--- src/rtl/vote_link_pkg.sv ---
`default_nettype none
// +----------------------------------------------------------------------+
// | Module      : vote_link_pkg                                          |
// | Description : Shared types and constants for the vote link           |
// |               initiator (word width, FSM state encodings, error     |
// |               flag bit positions).                                   |
// | Revision    : 1.0 - initial release                                  |
// +----------------------------------------------------------------------+
package vote_link_pkg;

  // Vote / result word width, fixed by the voter protocol.
  localparam int VOTE_W = 4;

  // Bit positions inside the sticky err vector.
  localparam int ERR_TX = 0;
  localparam int ERR_RX = 1;

  typedef enum logic [1:0] {
    TX_IDLE = 2'd0,
    TX_REQ  = 2'd1,
    TX_REL  = 2'd2
  } tx_state_t;

  typedef enum logic [1:0] {
    RX_IDLE = 2'd0,
    RX_REQ  = 2'd1,
    RX_REL  = 2'd2
  } rx_state_t;

endpackage

`default_nettype wire

--- src/rtl/vote_link_fifo.sv ---
`default_nettype none
// +----------------------------------------------------------------------+
// | Module      : vote_link_fifo                                         |
// | Description : Small synchronous FIFO with occupancy count. Pushes    |
// |               into a full FIFO are accepted only alongside a pop;    |
// |               pops from an empty FIFO are ignored.                   |
// | Revision    : 1.0 - initial release                                  |
// +----------------------------------------------------------------------+
module vote_link_fifo #(
  parameter int DEPTH = 2,
  parameter int WIDTH = 4
) (
  input  logic                       clock,
  input  logic                       reset_n,
  input  logic                       push,
  input  logic [WIDTH-1:0]           push_data,
  input  logic                       pop,
  output logic [WIDTH-1:0]           pop_data,
  output logic [$clog2(DEPTH):0]     count,
  output logic                       full,
  output logic                       empty
);

  localparam int AW    = $clog2(DEPTH);
  localparam int CNT_W = AW + 1;
  localparam logic [CNT_W-1:0] DEPTH_C = CNT_W'(DEPTH);

  logic [WIDTH-1:0] mem [DEPTH];
  logic [AW-1:0]    wr_ptr;
  logic [AW-1:0]    rd_ptr;
  logic             do_push;
  logic             do_pop;

  assign full     = (count == DEPTH_C);
  assign empty    = (count == '0);
  assign do_pop   = pop & ~empty;
  // A full FIFO can still take a word when the head leaves in the same cycle.
  assign do_push  = push & (~full | do_pop);
  assign pop_data = mem[rd_ptr];

  // Storage, power-of-two pointers that wrap naturally, and occupancy count.
  always_ff @(posedge clock or negedge reset_n) begin
    if (!reset_n) begin
      wr_ptr <= '0;
      rd_ptr <= '0;
      count  <= '0;
      for (int i = 0; i < DEPTH; i++) begin
        mem[i] <= '0;
      end
    end else begin
      if (do_push) begin
        mem[wr_ptr] <= push_data;
        wr_ptr      <= wr_ptr + 1'b1;
      end
      if (do_pop) begin
        rd_ptr <= rd_ptr + 1'b1;
      end
      case ({do_push, do_pop})
        2'b10:   count <= count + 1'b1;
        2'b01:   count <= count - 1'b1;
        default: count <= count;
      endcase
    end
  end

endmodule

`default_nettype wire

--- src/rtl/vote_link_initiator.sv ---
`default_nettype none
// +----------------------------------------------------------------------+
// | Module      : vote_link_initiator                                    |
// | Description : Far-end partner of the voting controller. Sends host   |
// |               vote words over the RTR/CTR four-phase handshake and   |
// |               fetches results over the RTS/CTS handshake into a      |
// |               result FIFO. Optional phase timeouts are enabled with  |
// |               the VOTE_LINK_TIMEOUT_EN macro.                        |
// | Revision    : 1.0 - initial release                                  |
// +----------------------------------------------------------------------+
module vote_link_initiator
  import vote_link_pkg::*;
#(
  parameter int RESULT_DEPTH   = 2,
  parameter int TIMEOUT_CYCLES = 255
) (
  input  logic              clock,
  input  logic              reset_n,
  input  logic              cmd_valid,
  output logic              cmd_ready,
  input  logic [VOTE_W-1:0] cmd_data,
  input  logic              rx_enable,
  output logic              res_valid,
  input  logic              res_ready,
  output logic [VOTE_W-1:0] res_data,
  output logic              rtr,
  input  logic              ctr,
  output logic [VOTE_W-1:0] v_in,
  output logic              rts,
  input  logic              cts,
  input  logic [VOTE_W-1:0] v_out,
  output logic              busy,
  output logic [1:0]        err,
  input  logic              err_clr
);

  localparam int CNT_W = $clog2(RESULT_DEPTH) + 1;
  localparam logic [CNT_W-1:0] DEPTH_C = CNT_W'(RESULT_DEPTH);

  tx_state_t         tx_state, tx_next;
  rx_state_t         rx_state, rx_next;
  logic              rtr_next;
  logic [VOTE_W-1:0] v_in_next;
  logic              rts_next;
  logic              rx_push;
  logic [CNT_W-1:0]  fifo_count;
  logic              fifo_full;
  logic              fifo_empty;

`ifdef VOTE_LINK_TIMEOUT_EN
  localparam int TMO_W = $clog2(TIMEOUT_CYCLES + 1);
  localparam logic [TMO_W-1:0] TMO_LAST = TMO_W'(TIMEOUT_CYCLES - 1);
  logic [TMO_W-1:0] tx_cnt;
  logic [TMO_W-1:0] rx_cnt;
  logic             tx_tmo;
  logic             rx_tmo;
`endif

  assign cmd_ready = (tx_state == TX_IDLE);
  assign res_valid = ~fifo_empty;
  assign busy      = (tx_state != TX_IDLE) | (rx_state != RX_IDLE);

  // TX next-state: accept a word, hold RTR until CTR, then wait for CTR release.
  always_comb begin
    tx_next   = tx_state;
    rtr_next  = rtr;
    v_in_next = v_in;
`ifdef VOTE_LINK_TIMEOUT_EN
    tx_tmo    = 1'b0;
`endif
    case (tx_state)
      TX_IDLE: begin
        if (cmd_valid) begin
          v_in_next = cmd_data;
          rtr_next  = 1'b1;
          tx_next   = TX_REQ;
        end
      end
      TX_REQ: begin
        if (ctr) begin
          rtr_next = 1'b0;
          tx_next  = TX_REL;
        end
`ifdef VOTE_LINK_TIMEOUT_EN
        else if (tx_cnt == TMO_LAST) begin
          rtr_next = 1'b0;
          tx_next  = TX_IDLE;
          tx_tmo   = 1'b1;
        end
`endif
      end
      TX_REL: begin
        if (!ctr) begin
          tx_next = TX_IDLE;
        end
`ifdef VOTE_LINK_TIMEOUT_EN
        else if (tx_cnt == TMO_LAST) begin
          tx_next = TX_IDLE;
          tx_tmo  = 1'b1;
        end
`endif
      end
      default: begin
        rtr_next = 1'b0;
        tx_next  = TX_IDLE;
      end
    endcase
  end

  // RX next-state: request only when a FIFO slot is free, push on CTS.
  always_comb begin
    rx_next  = rx_state;
    rts_next = rts;
    rx_push  = 1'b0;
`ifdef VOTE_LINK_TIMEOUT_EN
    rx_tmo   = 1'b0;
`endif
    case (rx_state)
      RX_IDLE: begin
        if (rx_enable && (fifo_count < DEPTH_C)) begin
          rts_next = 1'b1;
          rx_next  = RX_REQ;
        end
      end
      RX_REQ: begin
        if (cts) begin
          rx_push  = 1'b1;
          rts_next = 1'b0;
          rx_next  = RX_REL;
        end
`ifdef VOTE_LINK_TIMEOUT_EN
        else if (rx_cnt == TMO_LAST) begin
          rts_next = 1'b0;
          rx_next  = RX_IDLE;
          rx_tmo   = 1'b1;
        end
`endif
      end
      RX_REL: begin
        if (!cts) begin
          rx_next = RX_IDLE;
        end
`ifdef VOTE_LINK_TIMEOUT_EN
        else if (rx_cnt == TMO_LAST) begin
          rx_next = RX_IDLE;
          rx_tmo  = 1'b1;
        end
`endif
      end
      default: begin
        rts_next = 1'b0;
        rx_next  = RX_IDLE;
      end
    endcase
  end

  // State and registered handshake outputs for both channels.
  always_ff @(posedge clock or negedge reset_n) begin
    if (!reset_n) begin
      tx_state <= TX_IDLE;
      rx_state <= RX_IDLE;
      rtr      <= 1'b0;
      rts      <= 1'b0;
      v_in     <= '0;
    end else begin
      tx_state <= tx_next;
      rx_state <= rx_next;
      rtr      <= rtr_next;
      rts      <= rts_next;
      v_in     <= v_in_next;
    end
  end

`ifdef VOTE_LINK_TIMEOUT_EN
  // Phase counters restart on every state change and run while not idle.
  always_ff @(posedge clock or negedge reset_n) begin
    if (!reset_n) begin
      tx_cnt <= '0;
      rx_cnt <= '0;
    end else begin
      if (tx_next != tx_state) tx_cnt <= '0;
      else if (tx_state != TX_IDLE) tx_cnt <= tx_cnt + 1'b1;
      if (rx_next != rx_state) rx_cnt <= '0;
      else if (rx_state != RX_IDLE) rx_cnt <= rx_cnt + 1'b1;
    end
  end

  // Sticky timeout flags; a new timeout beats a simultaneous clear.
  always_ff @(posedge clock or negedge reset_n) begin
    if (!reset_n) begin
      err <= '0;
    end else begin
      if (tx_tmo) err[ERR_TX] <= 1'b1;
      else if (err_clr) err[ERR_TX] <= 1'b0;
      if (rx_tmo) err[ERR_RX] <= 1'b1;
      else if (err_clr) err[ERR_RX] <= 1'b0;
    end
  end
`else
  logic unused_tmo;
  assign err        = 2'b00;
  assign unused_tmo = ^{err_clr, 1'(TIMEOUT_CYCLES)};
`endif

  // Space is judged from the count, so the full flag is not needed here.
  logic unused_full;
  assign unused_full = fifo_full;

  vote_link_fifo #(
    .DEPTH (RESULT_DEPTH),
    .WIDTH (VOTE_W)
  ) u_result_fifo (
    .clock     (clock),
    .reset_n   (reset_n),
    .push      (rx_push),
    .push_data (v_out),
    .pop       (res_valid & res_ready),
    .pop_data  (res_data),
    .count     (fifo_count),
    .full      (fifo_full),
    .empty     (fifo_empty)
  );

endmodule

`default_nettype wire

--- config.mk ---
export PLATFORM = sky130hd
export DESIGN_NAME = vote_link_initiator
export DESIGN_NICKNAME = d
export VERILOG_FILES = /design/src/rtl/vote_link_pkg.sv /design/src/rtl/vote_link_fifo.sv /design/src/rtl/vote_link_initiator.sv
export SDC_FILE = /design/constraint.sdc
export NUM_CORES = 1
export LEC_CHECK = 0
export BUFFER_PORTS_ARGS = -buffer_cell sky130_fd_sc_hd__buf_2
export CELL_PAD_IN_SITES_DETAIL_PLACEMENT = 1
export CELL_PAD_IN_SITES_GLOBAL_PLACEMENT = 2
export CORE_MARGIN = 2
export CORE_UTILIZATION = 34
export DETAILED_ROUTE_END_ITERATION = 7
export PLACE_DENSITY = 0.85
export SKIP_CTS_REPAIR_TIMING = 1
export SYNTH_ARGS = -nofsm -noshare
export SYNTH_HDL_FRONTEND = slang
export SYNTH_SLANG_ARGS = --single-unit
--- constraint.sdc ---
create_clock -name clock -period 4.2 [get_ports clock]
set_clock_uncertainty 0.05 [all_clocks]
set_input_delay 0.63 -clock clock [delete_from_list [all_inputs] [get_ports clock]]
set_output_delay 0.63 -clock clock [all_outputs]
set_load 0.005 [all_outputs]
==> results.sh <==
export IMPL_status="finished clean"
export IMPL_postSynthCellCount=81
export IMPL_antenna_left=0
export IMPL_io_pins=31
export IMPL_portBuffers=27
export IMPL_start_kind="register"
export IMPL_clkSinkCount=22
export IMPL_yosys_area_top_type_share_pct=54.6
export IMPL_fillers=316
export IMPL_yosysWarnings=0
export IMPL_critical_path_startpoint="u_result_fifo.rd_ptr"
export IMPL_vias=672
export IMPL_drv_slew=0
export IMPL_cts_tree="built"
export IMPL_max_cap_violations=0
export IMPL_grt_total_usage_pct=12.1
export IMPL_root_buffer="clkbuf_4"
export IMPL_clockBufferDepth=2
export IMPL_synth_cell_types=24
export IMPL_holdWs_ns=0.227
export IMPL_drive_gt1_share_pct=44.4
export IMPL_arrival_ns=1.28
export IMPL_worstPathCellList="mux2_2 -> buf_2"
export IMPL_finalHoldViolations=0
export IMPL_pre_cts_slack_ns=2.23
export IMPL_avgSynthCellArea_um2=12.5
export IMPL_syn_to_final_growth_pct=17.5
export IMPL_coreArea_um2=2780
export IMPL_period_needed_ns=1.96
export IMPL_rsz0062_at_grt="false"
export IMPL_syn_area_um2=1010
export IMPL_synth_edf_count=0
export IMPL_critPathSlowestCell="dfrtp_1"
export IMPL_end_kind="output port"
export IMPL_p_leak_nw=0.567
export IMPL_path_clk_slew_ns=0.12
export IMPL_synth_flop_cell="dfrtp_1"
export IMPL_fp_dieW_um=58.5
export IMPL_drc=0
export IMPL_synth_top_cell_by_area="dfrtp_1"
export IMPL_ir_worst_vdd_mv=0.393
export IMPL_antenna_found_initial=0
export IMPL_min_path_type="in -> async"
export IMPL_crit_fanout=5
export IMPL_powerDensity_nw_per_um2=729
export IMPL_max_freq_mhz=511
export IMPL_ys_async_sr_fraction_pct=100
export IMPL_nets=127
export IMPL_start_util_pct=36.3
export IMPL_synth_most_common_cell="dfrtp_1"
export IMPL_seq_area_frac_synth_pct=54.6
export IMPL_worst_slew_pin_slew_ns=0.578
export IMPL_slowest_delay_ns=0.49
export IMPL_gpl_final_weighted_congestion=0.668
export IMPL_fin_util_pct=42.6
export IMPL_firstDrtPassIters=3
export IMPL_dr_first_iter_drc_count=11
export IMPL_synth_top_cells_by_count="22 x dfrtp_1, 12 x mux2_2, 9 x nor2_1"
export IMPL_grt_pass1_vias=747
export IMPL_die_area_um2=3420
export IMPL_required_ns=3.52
export IMPL_post_drt_via_cell_ratio=4.83
export IMPL_grt_pass1_wl_um=3190
export IMPL_crit_type="reg -> out"
export IMPL_overflow=0
export IMPL_slew_headroom_pct=61.4
export IMPL_dieHeight_um=58.5
export IMPL_h_tree_depth=1
export IMPL_cts_buffers_inserted=3
export IMPL_routedWlPerCell_um=13.3
export IMPL_dp_hpwl_um=1460
export IMPL_ys_ff_latch=22
export IMPL_clock_latency_ns=0.29
export IMPL_rr_startpoint="u_result_fifo.count[1]"
export IMPL_synth_area_leaders="dfrtp_1 55%, mux2_2 13%, mux2_4 6.0%"
export IMPL_wirelength_um=1850
export IMPL_grt_max_degree=23
export IMPL_setup_violations=0
export IMPL_row_count=19
export IMPL_tns_ns=0
export IMPL_fin_ws_ns=2.24
export IMPL_n_antenna_cell=0
export IMPL_finalCritPeriodShare_pct=46.6
## worst paths after layout
check	slack [ns]	cells after the start	end
max	2.24	2	res_data[2]
min	0.23	1	v_in[1]
max reg2reg	2.41	3	u_result_fifo.mem[5]
min reg2reg	0.45	1	u_result_fifo.wr_ptr
max in group asynchronous	3.54	1	u_result_fifo.mem[6]
min in group clock	0.45	1	u_result_fifo.wr_ptr
## cells in the final DEF, fill, tap and decap left out, types with 3 or more instances in the layout
| cell | synthesis | routed |
|---|---|---|
| buf_2 | 1 | 27 |
| dfrtp_1 | 22 | 22 |
| mux2_2 | 12 | 12 |
| nor2_1 | 9 | 9 |
| xnor2_1 | 5 | 5 |
| mux2_4 | 4 | 4 |
| nor3b_1 | 3 | 3 |
| nand2_1 | 3 | 3 |
| inv_1 | 3 | 3 |
| clkbuf_4 | 0 | 3 |
## sequential cells by signal, summed over array words and instances (netlist names)
register,cells
rtr,1
v_in,4
tx_state,2
u_result_fifo.rd_ptr,1
u_result_fifo.mem,8
u_result_fifo.count,2
u_result_fifo.wr_ptr,1
rts,1
rx_state,2
## worst max-delay path: cells and delay by family (launching register included)
| kind | cells | cell delay (ns) |
|---|---|---|
| flops | 1 | 0.49 |
| buf+inv | 1 | 0.13 |
| mux | 1 | 0.37 |
## through the flow
stage	instances	total power [mW]	instance area (um2)
6_report	139	0.864	1180
5_1_grt	139	0.941	1180
4_1_cts	139	0.882	1180
3_5_place_dp	136	0.788	1160
3_3_place_gp	136	0.764	1160
2_1_floorplan	82	0.651	1010
## cells by family after synthesis
group / synth area share [%]
xor+xnor: 6.08
buf+inv: 3.47
fa+ha+maj: 1.24
flops: 54.6
simple gates: 11.9
other cells: 0.372
compound gates: 1.99
mux: 20.3
## area by class of cell
type	instances	area, um2	area share (%)
tap	31	38.8	3.27
inverter	3	11.3	0.950
clock buffer	3	22.5	1.90
sequential	22	551	46.5
multi-input combinational	53	427	36.0
timing repair buffer	27	135	11.4
## metal layers
metal | global-route usage (%) | share of wire (%) | up-vias | wire length [um]
met2 | 21.3 | 50 | 18 | 918
met5 | 0 | 0 | - | 0
met4 | 3.99 | 0.92 | 0 | 17
met3 | 2.86 | 6.6 | 2 | 123
met1 | 14.4 | 43 | 333 | 791
li1 | - | - | 319 | -
## power breakdown
group | switching [mW] | internal (mW) | total (mW)
Combinational | 0.137 | 0.223 | 0.360
Sequential | 0.0939 | 0.319 | 0.413
Clock | 0.0579 | 0.0333 | 0.0913
Total | 0.289 | 0.575 | 0.864
Power figures use the tool's default switching activity.
